## src/rtl/alu_issue_stage_if.sv

```systemverilog
// Decode-to-execute bundle for alu_issue_stage: decoded fields, forward sources and control in; ID/EX register out.
// master = decode/pipeline control side, slave = the issue stage.
interface alu_issue_stage_if #(parameter int W = 32);
  logic          D_VALID;
  logic [5:0]    D_OP;
  logic [5:0]    D_FUNCT;
  logic [4:0]    D_SHAMT;
  logic [15:0]   D_IMM;
  logic [4:0]    D_RS;
  logic [4:0]    D_RT;
  logic [4:0]    D_RD;
  logic [W-1:0]  D_RSV;
  logic [W-1:0]  D_RTV;
  logic          M_WE;
  logic [4:0]    M_DEST;
  logic [W-1:0]  M_VAL;
  logic          W_WE;
  logic [4:0]    W_DEST;
  logic [W-1:0]  W_VAL;
  logic          X_HOLD;
  logic          FLUSH;
  logic          D_STALL;
  logic          EVALID;
  logic [3:0]    EALUC;
  logic [W-1:0]  EXA;
  logic [W-1:0]  EXB;
  logic [4:0]    E_DEST;
  logic          E_LOAD;

  modport master (
    output D_VALID, D_OP, D_FUNCT, D_SHAMT, D_IMM, D_RS, D_RT, D_RD, D_RSV, D_RTV,
           M_WE, M_DEST, M_VAL, W_WE, W_DEST, W_VAL, X_HOLD, FLUSH,
    input  D_STALL, EVALID, EALUC, EXA, EXB, E_DEST, E_LOAD
  );

  modport slave (
    input  D_VALID, D_OP, D_FUNCT, D_SHAMT, D_IMM, D_RS, D_RT, D_RD, D_RSV, D_RTV,
           M_WE, M_DEST, M_VAL, W_WE, W_DEST, W_VAL, X_HOLD, FLUSH,
    output D_STALL, EVALID, EALUC, EXA, EXB, E_DEST, E_LOAD
  );
endinterface

```

## src/rtl/alu_issue_stage.sv

```systemverilog
// ID/EX issue stage: MIPS decode to ALU control, operand forwarding, load-use bubble, hold and flush.
// Optional macro ALU_ISSUE_TRACE_EN prints every issued instruction (simulation only).
module alu_issue_stage #(
  parameter int W = 32
) (
  input  logic             CLK,
  input  logic             RESET,
  alu_issue_stage_if.slave bus
);

  localparam logic [3:0] ALUC_BUBBLE = 4'b0010;

  typedef enum logic [1:0] {B_RT, B_SHAMT, B_SEXT, B_ZEXT} bsel_e;

  logic          legal;
  logic [3:0]    aluc;
  logic [4:0]    dest;
  logic          is_load;
  logic          rd_rs;
  logic          rd_rt;
  logic          a_from_rt;
  bsel_e         b_sel;

  logic [W-1:0]  fwd_rs;
  logic [W-1:0]  fwd_rt;
  logic          hazard;
  logic          issue;

  logic          evalid_q, evalid_d;
  logic [3:0]    ealuc_q,  ealuc_d;
  logic [W-1:0]  exa_q,    exa_d;
  logic [W-1:0]  exb_q,    exb_d;
  logic [4:0]    edest_q,  edest_d;
  logic          eload_q,  eload_d;

  // Register 0 always reads zero; the younger (EX/MEM) result wins over MEM/WB.
  function automatic logic [W-1:0] fwd(
    input logic [4:0]   r,
    input logic [W-1:0] rf_val,
    input logic         m_we,
    input logic [4:0]   m_dest,
    input logic [W-1:0] m_val,
    input logic         w_we,
    input logic [4:0]   w_dest,
    input logic [W-1:0] w_val
  );
    logic [W-1:0] v;
    if (r == 5'd0)                       v = '0;
    else if (m_we && (m_dest == r))      v = m_val;
    else if (w_we && (w_dest == r))      v = w_val;
    else                                 v = rf_val;
    return v;
  endfunction

  always_comb begin
    legal     = 1'b0;
    aluc      = ALUC_BUBBLE;
    dest      = 5'd0;
    is_load   = 1'b0;
    rd_rs     = 1'b0;
    rd_rt     = 1'b0;
    a_from_rt = 1'b0;
    b_sel     = B_RT;
    if (bus.D_OP == 6'h00) begin
      legal = 1'b1;
      rd_rs = 1'b1;
      rd_rt = 1'b1;
      dest  = bus.D_RD;
      case (bus.D_FUNCT)
        6'h20: aluc = 4'b0010;
        6'h21: aluc = 4'b0011;
        6'h22: aluc = 4'b0110;
        6'h23: aluc = 4'b1110;
        6'h24: aluc = 4'b0000;
        6'h25: aluc = 4'b0001;
        6'h26: aluc = 4'b1100;
        6'h2A: aluc = 4'b0111;
        6'h2B: aluc = 4'b0101;
        6'h00: begin
          aluc      = 4'b1000;
          rd_rs     = 1'b0;
          a_from_rt = 1'b1;
          b_sel     = B_SHAMT;
        end
        6'h02: begin
          aluc      = 4'b1001;
          rd_rs     = 1'b0;
          a_from_rt = 1'b1;
          b_sel     = B_SHAMT;
        end
        default: begin
          legal = 1'b0;
          rd_rs = 1'b0;
          rd_rt = 1'b0;
        end
      endcase
    end else begin
      legal = 1'b1;
      rd_rs = 1'b1;
      dest  = bus.D_RT;
      b_sel = B_SEXT;
      case (bus.D_OP)
        6'h08: aluc = 4'b0010;
        6'h09: aluc = 4'b0011;
        6'h0A: aluc = 4'b0111;
        6'h0B: aluc = 4'b0101;
        6'h0C: begin aluc = 4'b0000; b_sel = B_ZEXT; end
        6'h0D: begin aluc = 4'b0001; b_sel = B_ZEXT; end
        6'h0E: begin aluc = 4'b1100; b_sel = B_ZEXT; end
        6'h0F: begin
          aluc  = 4'b1111;
          b_sel = B_ZEXT;
          rd_rs = 1'b0;
        end
        6'h23: begin aluc = 4'b0011; is_load = 1'b1; end
        6'h2B: begin
          aluc  = 4'b0011;
          dest  = 5'd0;
          rd_rt = 1'b1;
        end
        default: begin
          legal = 1'b0;
          rd_rs = 1'b0;
        end
      endcase
    end
  end

  assign fwd_rs = fwd(bus.D_RS, bus.D_RSV, bus.M_WE, bus.M_DEST, bus.M_VAL,
                      bus.W_WE, bus.W_DEST, bus.W_VAL);
  assign fwd_rt = fwd(bus.D_RT, bus.D_RTV, bus.M_WE, bus.M_DEST, bus.M_VAL,
                      bus.W_WE, bus.W_DEST, bus.W_VAL);

  // A load in EX cannot forward yet; only sources the instruction really reads count.
  assign hazard = bus.D_VALID && evalid_q && eload_q && (edest_q != 5'd0) &&
                  ((rd_rs && (bus.D_RS == edest_q)) || (rd_rt && (bus.D_RT == edest_q)));

  assign issue       = bus.D_VALID && legal && !hazard;
  assign bus.D_STALL = !RESET && !bus.FLUSH && (bus.X_HOLD || hazard);

  always_comb begin
    evalid_d = 1'b0;
    ealuc_d  = ALUC_BUBBLE;
    exa_d    = '0;
    exb_d    = '0;
    edest_d  = 5'd0;
    eload_d  = 1'b0;
    if (issue) begin
      evalid_d = 1'b1;
      ealuc_d  = aluc;
      edest_d  = dest;
      eload_d  = is_load;
      exa_d    = a_from_rt ? fwd_rt : fwd_rs;
      case (b_sel)
        B_SHAMT: exb_d = W'({bus.D_SHAMT, 6'b0});
        B_SEXT:  exb_d = {{(W-16){bus.D_IMM[15]}}, bus.D_IMM};
        B_ZEXT:  exb_d = {{(W-16){1'b0}}, bus.D_IMM};
        default: exb_d = fwd_rt;
      endcase
    end
  end

  always_ff @(posedge CLK) begin
    if (RESET || bus.FLUSH) begin
      evalid_q <= 1'b0;
      ealuc_q  <= ALUC_BUBBLE;
      exa_q    <= '0;
      exb_q    <= '0;
      edest_q  <= 5'd0;
      eload_q  <= 1'b0;
    end else if (!bus.X_HOLD) begin
      evalid_q <= evalid_d;
      ealuc_q  <= ealuc_d;
      exa_q    <= exa_d;
      exb_q    <= exb_d;
      edest_q  <= edest_d;
      eload_q  <= eload_d;
    end
  end

  assign bus.EVALID = evalid_q;
  assign bus.EALUC  = ealuc_q;
  assign bus.EXA    = exa_q;
  assign bus.EXB    = exb_q;
  assign bus.E_DEST = edest_q;
  assign bus.E_LOAD = eload_q;

`ifdef ALU_ISSUE_TRACE_EN
  always @(posedge CLK) begin
    if (!RESET && !bus.FLUSH && !bus.X_HOLD && issue)
      $display("alu_issue: op=%h aluc=%h exa=%h exb=%h dest=%h",
               bus.D_OP, ealuc_d, exa_d, exb_d, edest_d);
  end
`else
`endif

endmodule

```

## src/flat_wrapper.sv

```systemverilog
// flat-port wrapper written by rule: the top's interface ports become plain ports
module alu_issue_stage_flat 
#(
  parameter int W = 32
)
  (CLK, RESET, bus_D_VALID, bus_D_OP, bus_D_FUNCT, bus_D_SHAMT, bus_D_IMM, bus_D_RS, bus_D_RT, bus_D_RD, bus_D_RSV, bus_D_RTV, bus_M_WE, bus_M_DEST, bus_M_VAL, bus_W_WE, bus_W_DEST, bus_W_VAL, bus_X_HOLD, bus_FLUSH, bus_D_STALL, bus_EVALID, bus_EALUC, bus_EXA, bus_EXB, bus_E_DEST, bus_E_LOAD);
  alu_issue_stage_if #(.W(W)) bus_i ();
  input  logic CLK;
  input  logic RESET;
  input wire logic [$bits(bus_i.D_VALID)-1:0] bus_D_VALID;
  input wire logic [$bits(bus_i.D_OP)-1:0] bus_D_OP;
  input wire logic [$bits(bus_i.D_FUNCT)-1:0] bus_D_FUNCT;
  input wire logic [$bits(bus_i.D_SHAMT)-1:0] bus_D_SHAMT;
  input wire logic [$bits(bus_i.D_IMM)-1:0] bus_D_IMM;
  input wire logic [$bits(bus_i.D_RS)-1:0] bus_D_RS;
  input wire logic [$bits(bus_i.D_RT)-1:0] bus_D_RT;
  input wire logic [$bits(bus_i.D_RD)-1:0] bus_D_RD;
  input wire logic [$bits(bus_i.D_RSV)-1:0] bus_D_RSV;
  input wire logic [$bits(bus_i.D_RTV)-1:0] bus_D_RTV;
  input wire logic [$bits(bus_i.M_WE)-1:0] bus_M_WE;
  input wire logic [$bits(bus_i.M_DEST)-1:0] bus_M_DEST;
  input wire logic [$bits(bus_i.M_VAL)-1:0] bus_M_VAL;
  input wire logic [$bits(bus_i.W_WE)-1:0] bus_W_WE;
  input wire logic [$bits(bus_i.W_DEST)-1:0] bus_W_DEST;
  input wire logic [$bits(bus_i.W_VAL)-1:0] bus_W_VAL;
  input wire logic [$bits(bus_i.X_HOLD)-1:0] bus_X_HOLD;
  input wire logic [$bits(bus_i.FLUSH)-1:0] bus_FLUSH;
  output wire logic [$bits(bus_i.D_STALL)-1:0] bus_D_STALL;
  output wire logic [$bits(bus_i.EVALID)-1:0] bus_EVALID;
  output wire logic [$bits(bus_i.EALUC)-1:0] bus_EALUC;
  output wire logic [$bits(bus_i.EXA)-1:0] bus_EXA;
  output wire logic [$bits(bus_i.EXB)-1:0] bus_EXB;
  output wire logic [$bits(bus_i.E_DEST)-1:0] bus_E_DEST;
  output wire logic [$bits(bus_i.E_LOAD)-1:0] bus_E_LOAD;
  assign bus_i.D_VALID = bus_D_VALID;
  assign bus_i.D_OP = bus_D_OP;
  assign bus_i.D_FUNCT = bus_D_FUNCT;
  assign bus_i.D_SHAMT = bus_D_SHAMT;
  assign bus_i.D_IMM = bus_D_IMM;
  assign bus_i.D_RS = bus_D_RS;
  assign bus_i.D_RT = bus_D_RT;
  assign bus_i.D_RD = bus_D_RD;
  assign bus_i.D_RSV = bus_D_RSV;
  assign bus_i.D_RTV = bus_D_RTV;
  assign bus_i.M_WE = bus_M_WE;
  assign bus_i.M_DEST = bus_M_DEST;
  assign bus_i.M_VAL = bus_M_VAL;
  assign bus_i.W_WE = bus_W_WE;
  assign bus_i.W_DEST = bus_W_DEST;
  assign bus_i.W_VAL = bus_W_VAL;
  assign bus_i.X_HOLD = bus_X_HOLD;
  assign bus_i.FLUSH = bus_FLUSH;
  assign bus_D_STALL = bus_i.D_STALL;
  assign bus_EVALID = bus_i.EVALID;
  assign bus_EALUC = bus_i.EALUC;
  assign bus_EXA = bus_i.EXA;
  assign bus_EXB = bus_i.EXB;
  assign bus_E_DEST = bus_i.E_DEST;
  assign bus_E_LOAD = bus_i.E_LOAD;
  alu_issue_stage #(.W(W)) u_core (.CLK(CLK), .RESET(RESET), .bus(bus_i));
endmodule
```

## config.mk

```make
export PLATFORM = sky130hd
export DESIGN_NAME = alu_issue_stage_flat
export DESIGN_NICKNAME = d
export VERILOG_FILES = /design/src/rtl/alu_issue_stage_if.sv /design/src/rtl/alu_issue_stage.sv /design/src/flat_wrapper.sv
export SDC_FILE = /design/constraint.sdc
export NUM_CORES = 1
export LEC_CHECK = 0
export CAP_MARGIN = 20
export CORE_MARGIN = 2
export CORE_UTILIZATION = 35
export CTS_CLUSTER_DIAMETER = 80
export CTS_CLUSTER_SIZE = 12
export DETAILED_ROUTE_END_ITERATION = 8
export GPL_ROUTABILITY_DRIVEN = 0
export PLACE_DENSITY = 0.82
export REMOVE_ABC_BUFFERS = 1
export SLEW_MARGIN = 40
export SYNTH_ARGS = -nofsm -noshare
export SYNTH_HDL_FRONTEND = slang
export SYNTH_SLANG_ARGS = --single-unit
```

## constraint.sdc

```tcl
create_clock -name CLK -period 2.85 [get_ports CLK]
set_clock_uncertainty 0.1 [all_clocks]
set_input_delay 0.7125 -clock CLK [delete_from_list [all_inputs] [get_ports CLK]]
set_output_delay 0.7125 -clock CLK [all_outputs]
set_load 0.01 [all_outputs]
```

**Yosys cells after proc, flatten, opt, wreduce, memory -nomap -nowiden**

Index checks and enable logic that the tools add are counted.

- Output and inout bits: 76
- Logic and storage cells: 101
- Input port bits: 193
- Latch bits: 0
- Memory bits (read-only): 0
- Flip-flop bits (word level): 75
- Memories: 0
- RAM bits: 0

- Divide/modulo/power cells: 0
- Order comparisons: 0
- Bitwise operators: 0
- Add/sub/neg operators: 0
- Equal/unequal tests: 29
- Reduce and logical (&&, ||, !) cells: 32
- $mul: 0
- Muxes and demuxes: 34
- Shift-type cells: 0

Operators with widths:

| kind | number |
|---|---|
| 2-to-1 mux 32 bit | 9 |
| case mux 32 bit (3 select lines) | 1 |
| equality test 6 bit, second input constant | 11 |
| equality test 6 x 4 -> 1 bit, second input constant | 8 |
| case mux 4 bit (10 select lines) | 1 |
| equality test 5 bit | 6 |
| case mux 4 bit (7 select lines) | 1 |
| OR reduction 9 bit | 2 |
| 2-to-1 mux 1 bit | 16 |
| 2-to-1 mux 5 bit | 3 |
| logical AND 1 bit | 14 |
| zero test 6 bit | 2 |
| OR reduction 11 bit | 1 |
| zero test 5 bit | 2 |
| OR reduction 10 bit | 1 |
| 2-to-1 mux 4 bit | 2 |
| equality test 6 x 2 -> 1 bit, second input constant | 1 |
| nonzero test 5 bit | 1 |
| equality test 2 bit, second input constant | 2 |
| OR reduction 4 bit | 1 |
| zero test 1 bit | 3 |
| logical OR 1 bit | 3 |
| OR reduction 3 bit | 1 |
| equality test 2 x 1 -> 1 bit, second input constant | 1 |
| other kinds (2) | 2 |

**Longest topological paths before layout**

Gate-level depths: netlist (run 1).

- Word-level depth: 10
- Mapped depth: 11
- Depth with buffers taken out: 6

**Worst setup path before layout (run 1)**

No wires, ideal clock.

- Path kind: input port to flip-flop
- Start point: in bus_D_FUNCT[5]
- End point: reg u_core.ealuc_q[1] (netlist: u_core.bus.EALUC[1])
- Arrival time: 2.673 ns
- Setup slack: -0.045 ns
- Data required time: 2.628 ns
- Buffers on the path: 3
- Setup time: 0.122 ns
- Stages on the path: 9
- Cell sequence: buf_6 -> nor2b_4 -> a221o_1 -> nor3b_1 -> o31a_1 -> or4_1 -> buf_4 -> buf_6 -> o32a_1

- Word-level cells in the longest chain between the ends: 10

Ends and longest elaborated chain:

| element | line | RTL |
|---|---|---|
| start: declaration | flat_wrapper.sv:12 | `input wire logic [$bits(bus_i.D_FUNCT)-1:0] bus_D_FUNCT;` |
| equality test 6 bit, or another cell as far along | alu_issue_stage.sv:69 | `case (bus.D_FUNCT)` |
| OR reduction 11 bit (no line) or OR reduction 9 bit (tied branches) | - |  |
| 2-to-1 mux 1 bit | alu_issue_stage.sv:69 |  |
| 2-to-1 mux 1 bit | alu_issue_stage.sv:64 | `if (bus.D_OP == 6'h00) begin` |
| logical AND 1 bit | alu_issue_stage.sv:136 | `((rd_rs && (bus.D_RS == edest_q)) \|\| (rd_rt && (bus.D_RT == edest_q)));` |
| logical OR 1 bit | alu_issue_stage.sv:136 |  |
| logical AND 1 bit | alu_issue_stage.sv:135 | `assign hazard = bus.D_VALID && evalid_q && eload_q && (edest_q != 5'd0) &&` |
| zero test 1 bit | alu_issue_stage.sv:138 | `assign issue = bus.D_VALID && legal && !hazard;` |
| logical AND 1 bit | alu_issue_stage.sv:138 |  |
| 2-to-1 mux 4 bit * | alu_issue_stage.sv:148 | `if (issue) begin` |
| end signal: assignment | alu_issue_stage.sv:173 | `ealuc_q <= ealuc_d;` |
| end: declaration | alu_issue_stage.sv:30 | `logic [3:0] ealuc_q, ealuc_d;` |

Mark *: on every way between the ends. The rest lies on a longest branch, timed or not.
A chain may end at the register's enable or synchronous reset.

**Final worst setup path (run 1)**

- Start point: in bus_D_FUNCT[5]
- End point: out bus_D_STALL

- Word-level cells in the longest chain between the ends: 9

Ends and longest elaborated chain:

| element | line | RTL |
|---|---|---|
| equality test 6 bit, or another cell as far along | alu_issue_stage.sv:69 |  |
| OR reduction 11 bit (no line) or OR reduction 9 bit (tied branches) | - |  |
| 2-to-1 mux 1 bit | alu_issue_stage.sv:69 |  |
| 2-to-1 mux 1 bit | alu_issue_stage.sv:64 |  |
| logical AND 1 bit | alu_issue_stage.sv:136 |  |
| logical OR 1 bit * | alu_issue_stage.sv:136 |  |
| logical AND 1 bit * | alu_issue_stage.sv:135 |  |
| logical OR 1 bit * | alu_issue_stage.sv:139 | `assign bus.D_STALL = !RESET && !bus.FLUSH && (bus.X_HOLD \|\| hazard);` |
| logical AND 1 bit * | alu_issue_stage.sv:139 |  |
| end: declaration | flat_wrapper.sv:28 | `output wire logic [$bits(bus_i.D_STALL)-1:0] bus_D_STALL;` |

Marks and branches as above.

==> reports/qor.yml, run 1 <==
status: "complete, but fails checks"
violations: "setup timing"
post_layout_nonfiller_instances: 1284
timing.final.crit_period_ns: 2.87
ir_drop_mv: 0.243
vias_per_cell: 5.89
yosys_warnings: 0
grt_util_met3: 0.0843
grt_remaining_overflow: 0
cts_tree: "built"
insertion_delay_ns: 0.33
final_util: 0.621
rr_worst_depth: 11
path_class: "in -> out"
layout.nets: 1256
worstPathCellList: "buf_6 > nor2b_4 > a221o_1 > nor3b_2 > o31a_1 > nor2_1 > nor2_1 > buf_2"
synth_area_leaders: "dfxtp_1, a221oi_1, o21ai_0"
drv_cap: 0
r2r-start: "u_core.bus.E_DEST[4]"
syn_area_per_cell_um2: 7.49
grt_pass1_wl_um: 38900
critical_path.max_stage_delay_ns: 0.37
synthDistinctLibCells: 56
endpoint_kind: "output port"
drtPass1Iterations: 5
start_util: 0.356
die_w_um: 131
clockBufferDepth: 2
htreeDepth: 3
die_h_um: 131
start_kind: "primary input"
crit_path_max_fanout: 2
place_ws_ns: -0.827
wl_um: 26000
max_clock_freq_ghz: 0.349
rows: 46
core_um2: 15800
dp_cells: 1260
async_reset_ff_frac: 0
power.leakage_nw: 3.54
setup_viol: 1
yosysSeqAreaShare: 0.267
area_growth_pct: 74.5
cts.sinks: 75
diodes: 0
ant_nets: 0
worst_slack_ns: -0.0189
grt_max_degree: 34
p_per_area_nw_per_um2: 326
die-area_um2: 17100
vias: 7566
slowest_stage: "a221o_1"
report.final.slew_viol_count: 0
holdPathStages: 2
wl_per_cell_um: 20.3
grt_antenna_before_repair: 1
finalHoldViolCount: 0
met2_usage: 0.494
synth-seq-cells: 75
path_clk_slew_ns: 0.06
yosysTopAreaCellShare: 0.267
grtUsageTotal: 0.295
drtIter0Drc: 680
drcViolationCount: 0
first_global_vias: 7394
crit_required_ns: 2.04
grt_most_used_layer: "met2"
worstHoldPathType: "reg -> reg"
postSynthCellCount: 749
hold_buffers: 0
synth_ff_type: "dfxtp_1"
critical_path.most_common_cell: "nor2_1"
rsz0062_at_grt: "true"
drive_gt1_frac: 0.193
synth-edff-count: 0
relSlewSlack: 0.606
min_from: "u_core.bus.EXA[12]"
grtUsageMet1: 0.355
dp_hpwl_um: 19000
crit_start: "bus_D_FUNCT[5]"
portBuffers: 268
synth.largest_area_cell: "dfxtp_1"
io_pins: 269
fin_crit_sh: 1.01
tightest_slew_ns: 0.590
syn-cell-area_um2: 5610
cts_buffers: 9
root_buffer: "clkbuf_16"
critPathArrivalTime_ns: 2.06
## critical path: cells and delay by family
kind | cells | cell delay (ns)
AND/OR/NAND/NOR | 4 | 0.46
AO/OA/AOI/OAI | 2 | 0.67
buffers and inverters | 2 | 0.23
## flip-flops by register name (all words and copies together), names as in the netlist
| name | count |
|---|---|
| u_core.bus.EXA | 32 |
| u_core.bus.EVALID | 1 |
| u_core.bus.EXB | 32 |
| u_core.bus.E_LOAD | 1 |
| u_core.bus.E_DEST | 5 |
| u_core.bus.EALUC | 4 |
## what timing repair did
item	4_1_cts	5_1_grt
gates resized for setup	47	49
gates cloned	1	1
pin swaps	10	17
setup endpoints to repair	73	51
setup buffers	3	4
## cells in the final DEF, fill, tap and decap left out, types with 6 or more instances in the layout
cell type        synthesis  layout
a31oi_1                 34      30
xor2_1                  13      13
clkdlybuf4s50_1          0     246
buf_4                    2     102
a211oi_2                10      10
a221oi_1                58      42
a211oi_1                 6       6
dfxtp_1                 75      75
clkbuf_16                0      10
xnor2_1                 19      19
buf_12                   1      18
nor3_1                  38      36
a2bb2oi_1               33      31
nand2_1                 88      87
o21ai_1                 49      53
nor2_1                  16      12
dlygate4sd2_1            0       9
a221oi_2                 0      15
a21oi_1                 16      14
a22oi_1                 17      17
and2_1                  33      33
nand3_1                 38      38
o21ai_0                 69      63
## through the flow
stage | area [µm²] | total power [mW] | hold slack [ns] | setup TNS [ns]
CTS | 9610 | 3.18 | 0.351 | -0.0529
floorplan | 5120 | 1.37 | 0.370 | -36.20
detailed placement | 9190 | 1.96 | 0.343 | -51.48
global route | 9800 | 3.31 | 0.365 | -0.0770
finish | 9800 | 3.19 | 0.348 | -0.0189
global placement | 9190 | 1.95 | 0.334 | -48.55
## Yosys cell counts, types with 3 or more instances
cell type,n
nor4_1,4
a221oi_1,58
nand3_1,38
o21ai_1,49
xnor2_1,19
nand4_1,3
nor2b_1,3
a22oi_1,17
a2bb2oi_1,33
a21oi_1,16
o21ai_0,69
dfxtp_1,75
clkbuf_1,64
nor2_1,16
and2_1,33
nand2_1,88
inv_1,4
a211oi_2,10
a31oi_1,34
xor2_1,13
dlygate4sd3_1,3
or4_1,3
buf_6,12
a211oi_1,6
nor3_1,38
## metal layers
metal | routed length [µm] | vias up
li1 | - | 3463
met1 | 9870 | 3525
met2 | 12400 | 494
met3 | 2850 | 82
met4 | 860 | 2
met5 | 10 | -
## power by group
part	leakage, nW	total (mW)	internal (mW)	switching [mW]
combinational	2.79	0.914	0.507	0.406
sequential	0.605	1.06	1.06	0.00582
clock	0.150	1.22	0.765	0.453
total	3.54	3.19	2.33	0.865
## final timing paths
check / to / slack, ns
worst min register to register: u_core.bus.EXA[12] / 0.35
worst max-delay path: bus_D_STALL / -0.02
worst max register to register: u_core.bus.EXB[7] / 0.26
worst min-delay path: u_core.bus.EXA[12] / 0.35
## kinds of logic (layout without fill, tap and decap cells)
| group | count (synthesis) | count (layout) | share of synthesized area |
|---|---|---|---|
| AOI/OAI and AO/OA | 305 | 305 | 0.373 |
| and+or+nand+nor | 244 | 244 | 0.217 |
| buffers and inverters | 92 | 411 | 0.0909 |
| DFF | 75 | 75 | 0.267 |
| xor gates and xnor gates | 32 | 32 | 0.0499 |
| muxes | 1 | 1 | 0.00178 |
## final cells by class
type                    count  area (µm²)
multi-input cells         582        3860
inverters                   4        15.0
fillers                  1411        5970
well taps                 216         270
clock inverters             5        77.6
flip-flops and latches     75        1500
clock buffers              11         233
repair buffers            391        3840
(Power assumes the default switching activity.)
==> inputs of run 2 (changes only) <==
Settings changed: CORE_MARGIN 2 to 5, CTS_CLUSTER_SIZE 12 to default.
==> run 2 against run 1 <==
The run still ends with setup timing left. First-iteration DRC count is 1.3% higher. Largest power group unchanged. Sequential cell count is the same. Combinational power down 0.5%. Power is 7.1% higher. Non-clock buffer count decreased by 15. Sequential power about the same. Core utilization shrank 0.76 points. Sequential share of layout area grew 0.13 points. Via count is 0.26% higher. Setup slack got worse by 0.073 ns. Worst hold slack got worse by 0.00069 ns. Clock power increased by 19%.
==> reports/qor.yml, run 2 (same netlist as run 1, synthesis figures left out) <==
cts_tree: "built"
wl_per_cell_um: 21.6
dp_cells: 1239
die-area_um2: 18700
area_growth_pct: 73.0
layout.nets: 1241
fin_tns_setup_ns: -0.0919
path_buf_inv: 2
critical_path.max_stage_delay_ns: 0.51
vias_per_cell: 5.98
grt_antenna_before_repair: 0
finalHoldViolCount: 0
wl_met3_um: 3370
wl_um: 27400
core_um2: 15800
relSlewSlack: 0.565
final_common_cell: "clkdlybuf4s50_1"
drv_cap: 0
violations: "setup timing"
highest_layer: "met4"
rows: 46
worst_slack_ns: -0.0919
p_per_area_nw_per_um2: 352
wl_met2_um: 13000
crit_required_ns: 2.04
status: "complete, but fails checks"
final_cell_mix: "clkdlybuf4s50_1, buf_4, nand2_1, dfxtp_1, o21ai_0"
insertion_delay_ns: 0.33
internal_power_mw: 2.54
crit_path_max_fanout: 2
worstHoldPathType: "reg -> reg"
root_buffer: "clkbuf_16"
slowest_stage: "clkdlybuf4s50_1"
vias: 7586
grtUsageTotal: 0.274
die_w_um: 137
diodes: 0
switching_share: 0.257
cts_buffers: 9
grt_remaining_overflow: 0
grt_pass1_wl_um: 40000
critPathArrivalTime_ns: 2.13
report.final.slew_viol_count: 0
ant_nets: 0
ir_drop_mv: 0.232
grt_max_degree: 33
dp_hpwl_um: 19300
drtPass1Iterations: 5
first_global_vias: 7506
tightest_slew_ns: 0.653
fill_cells: 1336
hold_buffers: 0
fin_crit_sh: 1.03
timing.final.crit_period_ns: 2.94
max_clock_freq_ghz: 0.340
critical_path.most_common_cell: "nor2_1"
pwr-share-comb: 0.266
io_pins: 269
power.leakage_nw: 3.41
final_util: 0.614
wl_met1_um: 9970
worstPathCellList: "clkdlybuf4s50_1 > xnor2_1 > a41o_1 > o31a_1 > nor2_1 > nor2_1 > buf_2"
setup_viol: 1
post_layout_nonfiller_instances: 1269
p_clk_frac: 0.424
place_ws_ns: -0.816
path_class: "in -> out"
pwr-share-seq: 0.310
start_util: 0.355
crit_family: "buffers and inverters"
path_clk_slew_ns: 0.06
drtIter0Drc: 689
drive_gt1_frac: 0.185
start_kind: "primary input"
drcViolationCount: 0
die_h_um: 137
rsz0062_at_grt: "true"
switching_power_mw: 0.879
htreeDepth: 3
clockBufferDepth: 2
endpoint_kind: "output port"
portBuffers: 268
cts.sinks: 75
==> run 2: changes by cell type in the layout (fill, tap and decap cells not counted), sizes merged, moves of 2 or more <==
cell           change
buf               -13
clkdlybuf4s15      +4
dlymetal6s2s       -4
bufinv             +2
clkinv             -2
==> run 2: layer usage <==
layer / global-route usage / vias to the layer above
li1: - / 3432
met1: 0.331 / 3504
met2: 0.449 / 552
met3: 0.0768 / 98
met4: 0.132 / 0
met5: 0 / -
==> run 2: area by class of cell <==
| type | instances | area [µm²] | area share |
|---|---|---|---|
| clock buffers | 12 | 256 | 0.0264 |
| clock inverters | 4 | 120 | 0.0124 |
| inverters | 4 | 15.0 | 0.00155 |
| multi-input cells | 582 | 3920 | 0.403 |
| flip-flops and latches | 75 | 1500 | 0.155 |
| well taps | 216 | 270 | 0.0278 |
| repair buffers | 376 | 3630 | 0.374 |
==> run 2: worst register-to-register path: stages (launching register included) <==
cell and delay (ns):
dfxtp_1 0.37, nor3_1 0.27, a21oi_2 0.10, buf_4 0.14, nand4_1 0.08, buf_4 0.12, buf_4 0.09, buf_4 0.09
buf_4 0.11, o21ai_4 0.07, or4b_1 0.51, buf_4 0.23, a211oi_1 0.28
==> run 2: per-stage QoR <==
stage / hold WS [ns] / power, mW / instance area (µm²)
2_1_floorplan: 0.370 / 1.37 / 5120
3_3_place_gp: 0.334 / 1.92 / 8940
3_5_place_dp: 0.340 / 1.93 / 8950
4_1_cts: 0.348 / 3.38 / 9480
5_1_grt: 0.368 / 3.52 / 9710
6_report: 0.347 / 3.42 / 9710
==> run 2: timing repair <==
| item | 4_1_cts | 5_1_grt |
|---|---|---|
| gates cloned | 1 | 0 |
| resized for setup | 55 | 52 |
| endpoints found under the hold margin | 0 | 0 |
| pin swaps | 12 | 13 |
| setup endpoints to repair | 72 | 66 |
| setup buffers | 11 | 1 |
==> run 2: power by group through the flow <==
stage               logic [mW]  clock network [mW]  registers, mW
global placement         0.833                   0           1.08
floorplan                0.283                   0           1.09
detailed placement       0.845                   0           1.08
finish                   0.909                1.45           1.06
CTS                      0.854                1.46           1.06
global route             0.956                1.50           1.06
==> run 2: path summary, 6_finish.rpt <==
kind / from / end / slack, ns / cells after the start
min: u_core.bus.EXA[11] / u_core.bus.EXA[11] / 0.35 / 2
min reg2reg: u_core.bus.EXA[11] / u_core.bus.EXA[11] / 0.35 / 2
max: bus_D_RT[3] / bus_D_STALL / -0.09 / 7
max reg2reg: u_core.bus.E_DEST[4] / u_core.bus.EXB[22] / 0.20 / 12
==> RTL change (config.mk and constraints of run 2) <==
`W` is set to 32 in 3 places; all go to 36.
--- a/src/rtl/alu_issue_stage_if.sv
+++ b/src/rtl/alu_issue_stage_if.sv
@@ -1,6 +1,6 @@
 // Decode-to-execute bundle for alu_issue_stage: decoded fields, forward sources and control in; ID/EX register out.
 // master = decode/pipeline control side, slave = the issue stage.
-interface alu_issue_stage_if #(parameter int W = 32);
+interface alu_issue_stage_if #(parameter int W = 36);
   logic          D_VALID;
   logic [5:0]    D_OP;
   logic [5:0]    D_FUNCT;
--- a/src/rtl/alu_issue_stage.sv
+++ b/src/rtl/alu_issue_stage.sv
@@ -1,7 +1,7 @@
 // ID/EX issue stage: MIPS decode to ALU control, operand forwarding, load-use bubble, hold and flush.
 // Optional macro ALU_ISSUE_TRACE_EN prints every issued instruction (simulation only).
 module alu_issue_stage #(
-  parameter int W = 32
+  parameter int W = 36
 ) (
   input  logic             CLK,
   input  logic             RESET,
--- a/src/flat_wrapper.sv
+++ b/src/flat_wrapper.sv
@@ -1,7 +1,7 @@
 // flat-port wrapper written by rule: the top's interface ports become plain ports
 module alu_issue_stage_flat 
 #(
-  parameter int W = 32
+  parameter int W = 36
 )
   (CLK, RESET, bus_D_VALID, bus_D_OP, bus_D_FUNCT, bus_D_SHAMT, bus_D_IMM, bus_D_RS, bus_D_RT, bus_D_RD, bus_D_RSV, bus_D_RTV, bus_M_WE, bus_M_DEST, bus_M_VAL, bus_W_WE, bus_W_DEST, bus_W_VAL, bus_X_HOLD, bus_FLUSH, bus_D_STALL, bus_EVALID, bus_EALUC, bus_EXA, bus_EXB, bus_E_DEST, bus_E_LOAD);
   alu_issue_stage_if #(.W(W)) bus_i ();
Interface: changed (6 resized); port bits go from 269 to 293. The function was not compared with the original's and may differ.
==> RTL change against run 2 <==
- the flow still finishes with violations (setup timing)
- worst setup slack better by 0.061 ns
- sequential cell count grew 8
- routed wire length increased by 16%
- power grew 2.9%
- area after synthesis is 15% higher
- final area increased by 13%
- hold slack gained 0.00072 ns
- utilization is 0.68 points lower
==> RTL change: results (changes against run 2) <==
share of cells above drive strength 1 -> 18.2% (was 18.5%)
PortBufs -> 292 (was 268)
failing checks -> setup timing (unchanged)
sw frac -> 28.3% (was 25.7%)
Seq/Total Area, Yosys -> 25.6% (was 26.7%)
setup ws final -> -0.0313 ns (was -0.0919 ns)
register-to-register setup slack -> 0.39 ns (was 0.20 ns)
Met3 Routed Length -> 3.75 mm (was 3.37 mm)
Final setup viols -> 1 (unchanged)
WHS Endpoint -> u_core.bus.EXA[24] (was u_core.bus.EXA[11])
worst hold start -> u_core.bus.EXA[24] (was u_core.bus.EXA[11])
Vias/cell -> 6.17 (was 5.98)
placed cell area -> 10400 um2 (was 8950 um2)
status -> finished, violations left (unchanged)
synth cell count leaders -> nand2_1, o21ai_0, dfxtp_1, clkbuf_1, nor3_1 (was nand2_1, dfxtp_1, o21ai_0, clkbuf_1, a221oi_1)
xor/xnor share of the synthesized area -> 4.33% (was 4.99%)
Critical Path Source -> bus_D_OP[1] (was bus_D_RT[3])
DR pass1 iterations -> 6 (was 5)
Clk Latency, worst-skew pair -> 0.35 ns (was 0.33 ns)
leak pwr -> 3.72 nW (was 3.41 nW)
DP Worst Slack -> -0.872 ns (was -0.816 ns)
routed wl met2 -> 14.8 mm (was 13.0 mm)
Total Routing Usage GR -> 27.4% (about the same)
mux share of post-synthesis cell area -> 0% (was 0.178%)
CTS clk-pin slew, worst paths -> 0.06 ns (about the same)
Avg WL per Cell -> 22.0 um (was 21.6 um)
worst stage delay on the critical path -> 0.22 ns (was 0.51 ns)
Global Route met1 Usage -> 33.4% (was 33.1%)
DRT met1 WL -> 12.0 mm (was 9.97 mm)
Slew @ Worst Pin -> 0.551 ns (was 0.653 ns)
syn avg cell area -> 7.29 um2 (was 7.49 um2)
met3 usage -> 6.66% (was 7.68%)
M2 GR Usage -> 45.9% (was 44.9%)
Crit Path Max Fanout -> 7 (was 2)
worst-case reg-to-reg path depth -> 9 (was 12)
VDD IR max -> 0.267 mV (was 0.232 mV)
CP arrival -> 2.07 ns (was 2.13 ns)
largest net degree at the start of global routing -> 45 (was 33)
Synth area leaders -> dfxtp_1, o21ai_0, nand2_1, a221oi_2, a311oi_1 (was dfxtp_1, a221oi_1, o21ai_0, nand2_1, a2bb2oi_1)
post-synthesis compound-gate area fraction -> 36.7% (was 37.3%)
via count -> 8951 (was 7586)
CP delay by family, top -> compound AO/OA/AOI/OAI gates (was buffers and inverters)
Worst path slowest cell -> o21ai_2 (was clkdlybuf4s50_1)
RTL change: power by group through the flow:
stage	combinational [mW]	sequential (mW)	clock [mW]
finish	0.992	1.17	1.36
global route	1.04	1.17	1.41
CTS	0.938	1.17	1.37
detailed placement	0.935	1.20	0
global placement	0.922	1.20	0
floorplan	0.314	1.20	0
RTL change: stage by stage:
stage | setup TNS (ns) | hold WS [ns]
after floorplan | -7.98 | 0.369
after global placement | -25.22 | 0.332
after detailed placement | -31.35 | 0.342
after CTS | 0 | 0.352
after global routing | -0.0748 | 0.364
final | -0.0313 | 0.348
RTL change: area by class of cell:
type	count	area, um2
Clock buffer	9	225
Clock inverter	5	104
Fill cell	1514	7110
Inverter	35	131
Multi-Input combinational cell	679	4470
Sequential cell	83	1670
Tap cell	229	287
Timing Repair Buffer	411	4080
RTL change: timing repair:
action / in CTS / in global routing
setup buffers: 10 / 11
gates resized for setup: 54 / 71
hold buffers: 0 / 0
pin swaps: 15 / 25
setup endpoints to repair: 65 / 26
